`config.mk`:
```
export PLATFORM = sky130hd
export DESIGN_NAME = systolic_psum_collector
export DESIGN_NICKNAME = d
export VERILOG_FILES = /design/src/rtl/systolic_psum_collector.sv
export SDC_FILE = /design/constraint.sdc
export NUM_CORES = 2
export LEC_CHECK = 0
export CAP_MARGIN = 20
export CORE_ASPECT_RATIO = 0.8
export CORE_UTILIZATION = 50
export DETAILED_ROUTE_END_ITERATION = 8
export PLACE_DENSITY = 0.75
export SETUP_SLACK_MARGIN = 0.3
export SKIP_LAST_GASP = 1
export SYNTH_ARGS = -nofsm -noshare
export SYNTH_HDL_FRONTEND = slang
export SYNTH_SLANG_ARGS = --single-unit
```
`constraint.sdc`:
```
create_clock -name clk -period 14.3 [get_ports clk]
set_clock_uncertainty 0.05 [all_clocks]
set_input_delay 1.43 -clock clk [delete_from_list [all_inputs] [get_ports clk]]
set_output_delay 1.43 -clock clk [all_outputs]
set_load 0.005 [all_outputs]
```
`src/rtl/systolic_psum_collector.sv`:
```
// Drain-side collector for the bottom row of a weight-stationary systolic array:
// de-skews column psums, accumulates K tiles per row, saturates and queues result rows.
module systolic_psum_collector #(
    parameter int NUM_COL    = 4,
    parameter int BW_ACCU    = 32,
    parameter int BW_OUT     = 16,
    parameter int M_MAX      = 16,
    parameter int FIFO_DEPTH = 4
) (
    input  logic                          clk,
    input  logic                          reset_n,
    input  logic                          start,
    input  logic [$clog2(M_MAX+1)-1:0]    cfg_rows,
    input  logic [7:0]                    cfg_tiles,
    input  logic [NUM_COL*BW_ACCU-1:0]    psum_in,
    input  logic                          psum_valid,
    output logic [NUM_COL*BW_OUT-1:0]     out_data,
    output logic                          out_valid,
    input  logic                          out_ready,
    output logic                          busy,
    output logic                          done,
    output logic                          overflow
);

    localparam int RW      = $clog2(M_MAX + 1);
    localparam int AW      = $clog2(M_MAX);
    localparam int FW      = $clog2(FIFO_DEPTH);
    localparam int ROW_ACC = NUM_COL * BW_ACCU;
    localparam int ROW_OUT = NUM_COL * BW_OUT;

    localparam logic [1:0] IDLE    = 2'd0;
    localparam logic [1:0] COLLECT = 2'd1;
    localparam logic [1:0] DRAIN   = 2'd2;
    localparam logic [1:0] DONE    = 2'd3;

    localparam logic signed [BW_ACCU-1:0] SAT_MAX = {{(BW_ACCU-BW_OUT+1){1'b0}}, {(BW_OUT-1){1'b1}}};
    localparam logic signed [BW_ACCU-1:0] SAT_MIN = {{(BW_ACCU-BW_OUT+1){1'b1}}, {(BW_OUT-1){1'b0}}};

    logic [1:0]          state_q, state_d;
    logic [RW-1:0]       rows_q, rowCnt_q;
    logic [7:0]          tiles_q, tileCnt_q;
    logic                overflow_q;
    logic [NUM_COL-2:0]  vld_q;
    logic [ROW_ACC-1:0]  alignedRow, accRd, sumRow;
    logic [ROW_OUT-1:0]  satRow;
    logic [ROW_ACC-1:0]  acc_q [M_MAX];
    logic [ROW_OUT-1:0]  fifoMem_q [FIFO_DEPTH];
    logic [FW-1:0]       wrPtr_q, rdPtr_q;
    logic [FW:0]         count_q;
    logic                alignedValid, rowFire, firstTile, lastTile, lastRow;
    logic                full, push, pop, drop, accept;

    // Column c waits NUM_COL-1-c cycles so every column lines up with the last one.
    for (genvar c = 0; c < NUM_COL; c++) begin : g_deskew
        localparam int D = NUM_COL - 1 - c;
        if (D == 0) begin : g_direct
            assign alignedRow[c*BW_ACCU +: BW_ACCU] = psum_in[c*BW_ACCU +: BW_ACCU];
        end else begin : g_pipe
            logic [BW_ACCU-1:0] pipe_q [D];
            always_ff @(posedge clk or negedge reset_n) begin
                if (!reset_n) begin
                    for (int i = 0; i < D; i++) pipe_q[i] <= '0;
                end else begin
                    pipe_q[0] <= psum_in[c*BW_ACCU +: BW_ACCU];
                    for (int i = 1; i < D; i++) pipe_q[i] <= pipe_q[i-1];
                end
            end
            assign alignedRow[c*BW_ACCU +: BW_ACCU] = pipe_q[D-1];
        end
    end

    always_ff @(posedge clk or negedge reset_n) begin
        if (!reset_n) begin
            vld_q <= '0;
        end else begin
            vld_q[0] <= psum_valid;
            for (int i = 1; i < NUM_COL - 1; i++) vld_q[i] <= vld_q[i-1];
        end
    end

    assign alignedValid = vld_q[NUM_COL-2];
    assign rowFire      = (state_q == COLLECT) && alignedValid;
    assign firstTile    = (tileCnt_q == 8'd0);
    assign lastTile     = (tileCnt_q == tiles_q - 8'd1);
    assign lastRow      = (rowCnt_q == rows_q - RW'(1));
    assign accRd        = acc_q[rowCnt_q[AW-1:0]];

    always_comb begin
        sumRow = '0;
        satRow = '0;
        for (int c = 0; c < NUM_COL; c++) begin
            sumRow[c*BW_ACCU +: BW_ACCU] = firstTile ? alignedRow[c*BW_ACCU +: BW_ACCU]
                : accRd[c*BW_ACCU +: BW_ACCU] + alignedRow[c*BW_ACCU +: BW_ACCU];
            if ($signed(sumRow[c*BW_ACCU +: BW_ACCU]) > SAT_MAX)
                satRow[c*BW_OUT +: BW_OUT] = SAT_MAX[BW_OUT-1:0];
            else if ($signed(sumRow[c*BW_ACCU +: BW_ACCU]) < SAT_MIN)
                satRow[c*BW_OUT +: BW_OUT] = SAT_MIN[BW_OUT-1:0];
            else
                satRow[c*BW_OUT +: BW_OUT] = sumRow[c*BW_ACCU +: BW_OUT];
        end
    end

    // A full FIFO still takes a push when the consumer pops in the same cycle.
    assign full   = (count_q == (FW+1)'(FIFO_DEPTH));
    assign pop    = out_valid && out_ready;
    assign push   = rowFire && lastTile && (!full || pop);
    assign drop   = rowFire && lastTile && full && !pop;
    assign accept = (state_q == IDLE) && start;

    always_ff @(posedge clk) begin
        if (rowFire && !lastTile) acc_q[rowCnt_q[AW-1:0]] <= sumRow;
        if (push) fifoMem_q[wrPtr_q] <= satRow;
    end

    always_comb begin
        state_d = state_q;
        case (state_q)
            IDLE:    if (start) state_d = (cfg_rows == '0 || cfg_tiles == 8'd0) ? DONE : COLLECT;
            COLLECT: if (rowFire && lastTile && lastRow) state_d = DRAIN;
            DRAIN:   if (count_q == '0) state_d = DONE;
            default: state_d = IDLE;
        endcase
    end

    always_ff @(posedge clk or negedge reset_n) begin
        if (!reset_n) begin
            state_q    <= IDLE;
            rows_q     <= '0;
            tiles_q    <= '0;
            rowCnt_q   <= '0;
            tileCnt_q  <= '0;
            overflow_q <= 1'b0;
            wrPtr_q    <= '0;
            rdPtr_q    <= '0;
            count_q    <= '0;
        end else begin
            state_q <= state_d;
            if (accept) begin
                rows_q     <= cfg_rows;
                tiles_q    <= cfg_tiles;
                rowCnt_q   <= '0;
                tileCnt_q  <= '0;
                overflow_q <= 1'b0;
            end else begin
                if (rowFire) begin
                    if (lastRow) begin
                        rowCnt_q  <= '0;
                        tileCnt_q <= tileCnt_q + 8'd1;
                    end else begin
                        rowCnt_q <= rowCnt_q + RW'(1);
                    end
                end
                if (drop) overflow_q <= 1'b1;
            end
            if (push) wrPtr_q <= wrPtr_q + FW'(1);
            if (pop)  rdPtr_q <= rdPtr_q + FW'(1);
            if (push && !pop)      count_q <= count_q + (FW+1)'(1);
            else if (pop && !push) count_q <= count_q - (FW+1)'(1);
        end
    end

    assign out_valid = (count_q != '0);
    assign out_data  = out_valid ? fifoMem_q[rdPtr_q] : '0;
    assign busy      = (state_q != IDLE);
    assign done      = (state_q == DONE);
    assign overflow  = overflow_q;

endmodule

```
# [Word-level counts from Yosys, hierarchy flattened]
# Memories as Yosys holds them, arrays and structs flattened.
# Index checks and enable logic that the tools add are counted.
[word_totals] ff_bits=231 mem_bits_rw=2304 input_bits=146 out_inout_bits=68 wordCells=109 memories=2
[mem_list] memory="acc_q" depth=16 word_bits=128 rd=1 rd_ports_with_merged_regs=0 wr=1 line="46" rtl="logic [ROW_ACC-1:0] acc_q [M_MAX];"
[mem_list] memory="fifoMem_q" depth=4 word_bits=64 rd=1 rd_ports_with_merged_regs=0 wr=1 line="47" rtl="logic [ROW_OUT-1:0] fifoMem_q [FIFO_DEPTH];"
[classes] n_addsub=12 magnitude_cmp=8 eq_ne=9 muxes=32 n_reduce_logical=30
[op_table] cell="adder 32 bit" n=4
[op_table] cell="greater-than comparator 32 x 16 -> 1 bit, second input constant" n=4
[op_table] cell="< comparator 32 x 16 -> 1 bit, second input constant" n=4
[op_table] cell="two-way mux 16 bit" n=8
[op_table] cell="two-way mux 32 bit" n=4
[op_table] cell="two-way mux 64 bit" n=1
[op_table] cell="two-way mux 8 bit" n=3
[op_table] cell="logical NOT 8 bit" n=2
[op_table] cell="two-way mux 5 bit" n=3
[op_table] cell="logical AND 1 bit" n=11
[op_table] cell="nonzero test 2 bit" n=5
[op_table] cell="adder 8 x 1 -> 8 bit, second input constant" n=1
[op_table] cell="equality test 8 bit" n=1
[op_table] cell="two-way mux 2 bit" n=4
[op_table] cell="subtractor 8 x 1 -> 8 bit, second input constant" n=1
[op_table] cell="two-way mux 1 bit" n=6
[op_table] cell="two-way mux 3 bit" n=2
[op_table] cell="case mux 2 bit (3 select lines)" n=1
[op_table] cell="adder 5 x 1 -> 5 bit, second input constant" n=1
[op_table] cell="equality test 5 bit" n=1
[op_table] cell="logical NOT 5 bit" n=1
[op_table] cell="subtractor 5 x 1 -> 5 bit, second input constant" n=1
[op_table] cell="adder 2 x 1 -> 2 bit, second input constant" n=2
[op_table] cell="equality test 2 bit, second input constant" n=2
[op_table] cell="13 further kinds" n=18

# [Longest topological paths before layout]
[logic_depth] word_depth=8 ltp_mapped=22 mapped_depth_nobuf=16

# [Least setup slack after synthesis]
# OpenSTA, ideal clock, no wires.
[synth_timing] kind="register to register" start="register tiles_q[0]" end="memory acc_q[1][0] in the netlist's numbering (enable)" setup_time_ps=772 arrival_time_ps=10522 required_time_ps=13478 path_slack_ps=2956 stages_incl_launch_ff=11 path_buffers=0 synth_period_minus_slack_ps=11344 cell_sequence="dfrtp_1 or2_2 nor4_1 nand2b_1 a21oi_1 a311oi_1 a41oi_1 nor3_1 nor2_1 nand2_1 nor3_1"
[synth_via] elab_chain_len=6
[synth_rtl] element="start: declaration" line="41" rtl="logic [7:0] tiles_q, tileCnt_q;"
[synth_rtl] element="start signal: assignment" line="140" rtl="tiles_q <= cfg_tiles;"
[synth_rtl] element="subtractor 8 x 1 -> 8 bit" line="84" rtl="assign lastTile = (tileCnt_q == tiles_q - 8'd1);"
[synth_rtl] element="equality test 8 bit" line="84"
[synth_rtl] element="logical NOT 1 bit" line="111" rtl="if (rowFire && !lastTile) acc_q[rowCnt_q[AW-1:0]] <= sumRow;"
[synth_rtl] element="logical AND 1 bit" line="111"
[synth_rtl] element="two-way mux 1 bit" line="111"
[synth_rtl] element="two-way mux 1 bit (implied by the code)" line="111"
[synth_rtl] element="end: declaration" line="46"
# No other way between the ends.

# [Final worst setup path]
[layout_timing] start="register rowCnt_q[0]" end="memory fifoMem_q[3][6] in the netlist's numbering (data pin)"
[layout_via] elab_chain_len=6 elab_cells_between_ends=7 cone_classes="add/sub: 1; order compare: 2; mux: 3; memory: 1"
[layout_rtl] element="start: declaration" line="40" rtl="logic [RW-1:0] rows_q, rowCnt_q;"
[layout_rtl] element="start signal: assignment" line="150" rtl="rowCnt_q <= rowCnt_q + RW'(1);"
[layout_rtl] element="memory (16 x 128 bit) (*)"
[layout_rtl] element="adder 32 bit (*)" line="93" rtl=": accRd[c*BW_ACCU +: BW_ACCU] + alignedRow[c*BW_ACCU +: BW_ACCU];"
[layout_rtl] element="two-way mux 32 bit (*)" line="92" rtl="sumRow[c*BW_ACCU +: BW_ACCU] = firstTile ? alignedRow[c*BW_ACCU +: BW_ACCU]"
[layout_rtl] element="named net sumRow[15]" line="44" rtl="logic [ROW_ACC-1:0] alignedRow, accRd, sumRow;"
[layout_rtl] element="< comparator 32 x 16 -> 1 bit" line="96" rtl="else if ($signed(sumRow[c*BW_ACCU +: BW_ACCU]) < SAT_MIN)"
[layout_rtl] element="two-way mux 16 bit" line="96"
[layout_rtl] element="two-way mux 16 bit (*)" line="94" rtl="if ($signed(sumRow[c*BW_ACCU +: BW_ACCU]) > SAT_MAX)"
[layout_rtl] element="named net satRow[6]" line="45" rtl="logic [ROW_OUT-1:0] satRow;"
[layout_rtl] element="end: declaration" line="47"
# The timed path passes the listed nets; every way through them passes the cells marked *.

==> key figures <==
Run status
  – Status: finished clean

Yosys
  – Post-synth top area cell: edfxtp_1
  – Top cells by area, synth: edfxtp_1 67%, mux4_2 15%, dfrtp_1 5.6%, ha_1 1.7%, a21oi_1 0.83%
  – Post-synth cell types: 81
  – Avg Cell Area, Syn: between 15 and 20 um2
  – Synth warn: 0
  – Syn Nets: 5,487
  – Yosys reg bits: 2,535
  – EDFF count, synth: 2,304
  – Mapped cell area: 103,000 um2
  – Sequential area share after synthesis: 0.730
  – Post-synth top area share: 0.674
  – Async S/R FF share, synth: 0.0911
  – Ys flop type: edfxtp_1
  – Cells after Synth: slightly above 5,000

STA
  – Relative slew slack: 0.249
  – Slew Viols, Final: 0
  – Fin. Hold Viols: 0
  – # setup viols final: 0
  – RSZ-0062 raised after global routing: no
  – FMAX: 0.117 GHz
  – Period utilisation layout: 0.597
  – Setup TNS: 0 ns
  – Min cycle time layout: 8.54 ns
  – Tightest Pin Transition: 1.13 ns

Worst setup path
  – R2r setup slk: 5.76 ns
  – R2r startpoint: rowCnt_q[0]
  – Crit path buffers/inverters: 3
  – Crit-path slowest cell: buf_4
  – WP data arrival: 9.04 ns
  – CP Class: register to register
  – Crit-path cells: buf_12 > buf_4 > mux4_2 > mux4_2 > ha_1 > o211ai_1 > o211ai_1 > a31oi_1 > o31ai_1 > xnor2_1 > o21ai_0 > buf_4 > or4b_2 > a2111oi_0 > a41o_1 > o21ai_0
  – Worst r2r dst: fifoMem_q[3][6]
  – Critical path depth: 16
  – Crit-path leading delay family: compound AO/OA/AOI/OAI gates
  – WP data required: roughly 15 ns
  – Worst Setup End Kind: register
  – Max FO, Critical Path: 101
  – Startpoint types: register
  – Largest stage delay on the critical path: 0.87 ns
  – Reg2reg path depth: 16

Power and ir drop
  – Worst vdd ir: 0.169 mV
  – Cell Pwr Density: between 150 and 200 nW/um2
  – Leakage: between 30 and 40 nW

Finish
  – Fraction of layout cells with a size suffix above 1: 0.219
  – Post-route design area: 116,000 um2
  – Fin nets: about 5,800
  – Util after Layout: 0.570
  – Area growth syn-to-layout: 13.1%

Floorplan
  – IO Count: 214
  – Initial Util: 0.504
  – Core Footprint: 204,000 um2
  – Rows: around 150
  – Die ar.: 207,000 um2
  – Die X: about 500 um
  – Die height: 407 um

Global routing
  – Largest net degree at the start of global routing: approximately 140
  – First-pass GRT wire length: 369 mm
  – Vias in the first global route: roughly 54,000
  – Total track usage: 0.245
  – Antenna violations before repair: 8
  – Total gr overflow: 0

Detailed routing
  – Wirelength per Cell: 29.8 um
  – Drt drc: 0
  – Antenna viol nets, final: 0
  – Final WL: 251 mm
  – Drt first pass iters: 6
  – 1st-iter DRT viols: a little under 7,000
  – Vias: 53,292
  – Avg Vias per Cell: 6.32

CTS
  – Clock Latency Late Sink: 0.90 ns
  – Cts bufs inserted: roughly 230
  – # resized after CTS: 0
  – Hold_buf cts: 0
  – CTS Sinks: 2,535
  – Clk pin slew, worst setup/hold paths: 0.06 ns
  – Clock root cell: clkbuf_16
  – CTS tree: built
  – H-tree depth: 4
  – Setup Buffers After CTS: 0
  – Clock Path Buffers: 3

Hold path
  – HP Class: register to register
  – Hold path endpoint: alignedRow[47]
  – Hold path cells: 0
  – Hold Crit Start: g_deskew[1].g_pipe.pipe_q[47]

Place
  – Dpl cell area: 108,000 um2
  – HPWL Detailed: 138 mm
  – Port bufs: ~210
  – Routability-driven placement congestion ratio: 0.911

Run
  – MaxCap Viol Count: 0
[layout make-up]
class                           count  area [um2]
Antenna cell                        2        5.00
Inverter                          111         417
Sequential cell                  2535       75000
Clock buffer                      276        5900
Timing Repair Buffer              343        3290
Multi-Input combinational cell   2313       26500
Fill cell                       14606       87600
Tap cell                         2700        3380
Clock inverter                    150        1600
[how the worst max path moves through the flow]
stage | endpoint | start
after floorplan | acc_q[1][0] | tiles_q[0]
after global placement | fifoMem_q[3][0] | rowCnt_q[0]
after detailed placement | fifoMem_q[3][6] | rowCnt_q[0]
after CTS | fifoMem_q[3][6] | rowCnt_q[0]
after global routing | fifoMem_q[3][14] | rowCnt_q[0]
final | fifoMem_q[3][6] | rowCnt_q[0]
[report_power, final]
| part | switching [mW] | internal (mW) |
|---|---|---|
| clock network | 2.76 | 3.34 |
| registers | 0.177 | 9.49 |
| logic | 4.02 | 2.58 |
[synth_stat cells, types with 48 or more instances]
library cell and instances:
and2_1 81, dfrtp_1 231, o21ai_0 138, mux4_2 704, nand2_1 228, ha_1 141, inv_1 111, a21oi_1 171
nor2_1 190, buf_1 55, xnor2_1 81, edfxtp_1 2304, clkbuf_1 171, xor2_1 48
[sequential cells by signal, summed over array words and instances, names as in the netlist]
| register | cells |
|---|---|
| acc_q | 2048 |
| alignedRow | 64 |
| count_q | 3 |
| fifoMem_q | 256 |
| g_deskew.g_pipe.pipe_q | 128 |
| overflow | 1 |
| rdPtr_q | 2 |
| rowCnt_q | 5 |
| rows_q | 5 |
| state_q | 2 |
| tileCnt_q | 8 |
| tiles_q | 8 |
| vld_q | 3 |
| wrPtr_q | 2 |
[routing by layer]
| layer | wire length, um | up-vias | part of all wire | GRT usage |
|---|---|---|---|---|
| li1 | - | 21931 | - | - |
| met1 | 100000 | 28093 | 0.40 | 0.355 |
| met2 | 122000 | 2907 | 0.49 | 0.390 |
| met3 | 22700 | 359 | 0.090 | 0.0393 |
| met4 | 6220 | 2 | 0.025 | 0.0642 |
| met5 | 13 | - | 0.000052 | 0 |
[placed cells by master, fill, tap and decap left out, types with 47 or more instances in the layout]
| cell type | synthesis | routed |
|---|---|---|
| inv_1 | 111 | 111 |
| mux4_2 | 704 | 704 |
| and2_1 | 81 | 76 |
| buf_4 | 0 | 116 |
| nor2_1 | 190 | 178 |
| clkinv_1 | 0 | 49 |
| edfxtp_1 | 2304 | 2304 |
| ha_1 | 141 | 141 |
| nand2_1 | 228 | 227 |
| xnor2_1 | 81 | 81 |
| o21ai_0 | 138 | 137 |
| clkbuf_16 | 0 | 228 |
| clkbuf_1 | 171 | 47 |
| clkdlybuf4s50_1 | 0 | 212 |
| a21oi_1 | 171 | 170 |
| dfrtp_1 | 231 | 225 |
| xor2_1 | 48 | 48 |
[through the flow]
step / hold WS, ns / std cells / setup WS (ns) / power [mW]
2_1_floorplan: 0.281 / 5195 / 2.96 / 14.1
3_3_place_gp: 0.282 / 7980 / 5.90 / 16.1
3_5_place_dp: 0.285 / 7983 / 5.74 / 16.3
4_1_cts: 0.266 / 8409 / 5.75 / 22.4
5_1_grt: 0.289 / 8428 / 5.27 / 23.2
6_report: 0.257 / 8430 / 5.76 / 22.4
[cell families (layout without fill, tap and decap cells)]
| family | after synthesis | after routing | share of synthesized area |
|---|---|---|---|
| compound gates | 560 | 560 | 0.0348 |
| xor+xnor | 129 | 129 | 0.0110 |
| fa+ha+maj | 146 | 146 | 0.0182 |
| buf+inv | 347 | 880 | 0.0129 |
| flops | 2535 | 2535 | 0.730 |
| mux | 731 | 731 | 0.157 |
| other cells | 0 | 2 | 0 |
| simple gates | 747 | 747 | 0.0355 |
(Power assumes the default switching activity.)
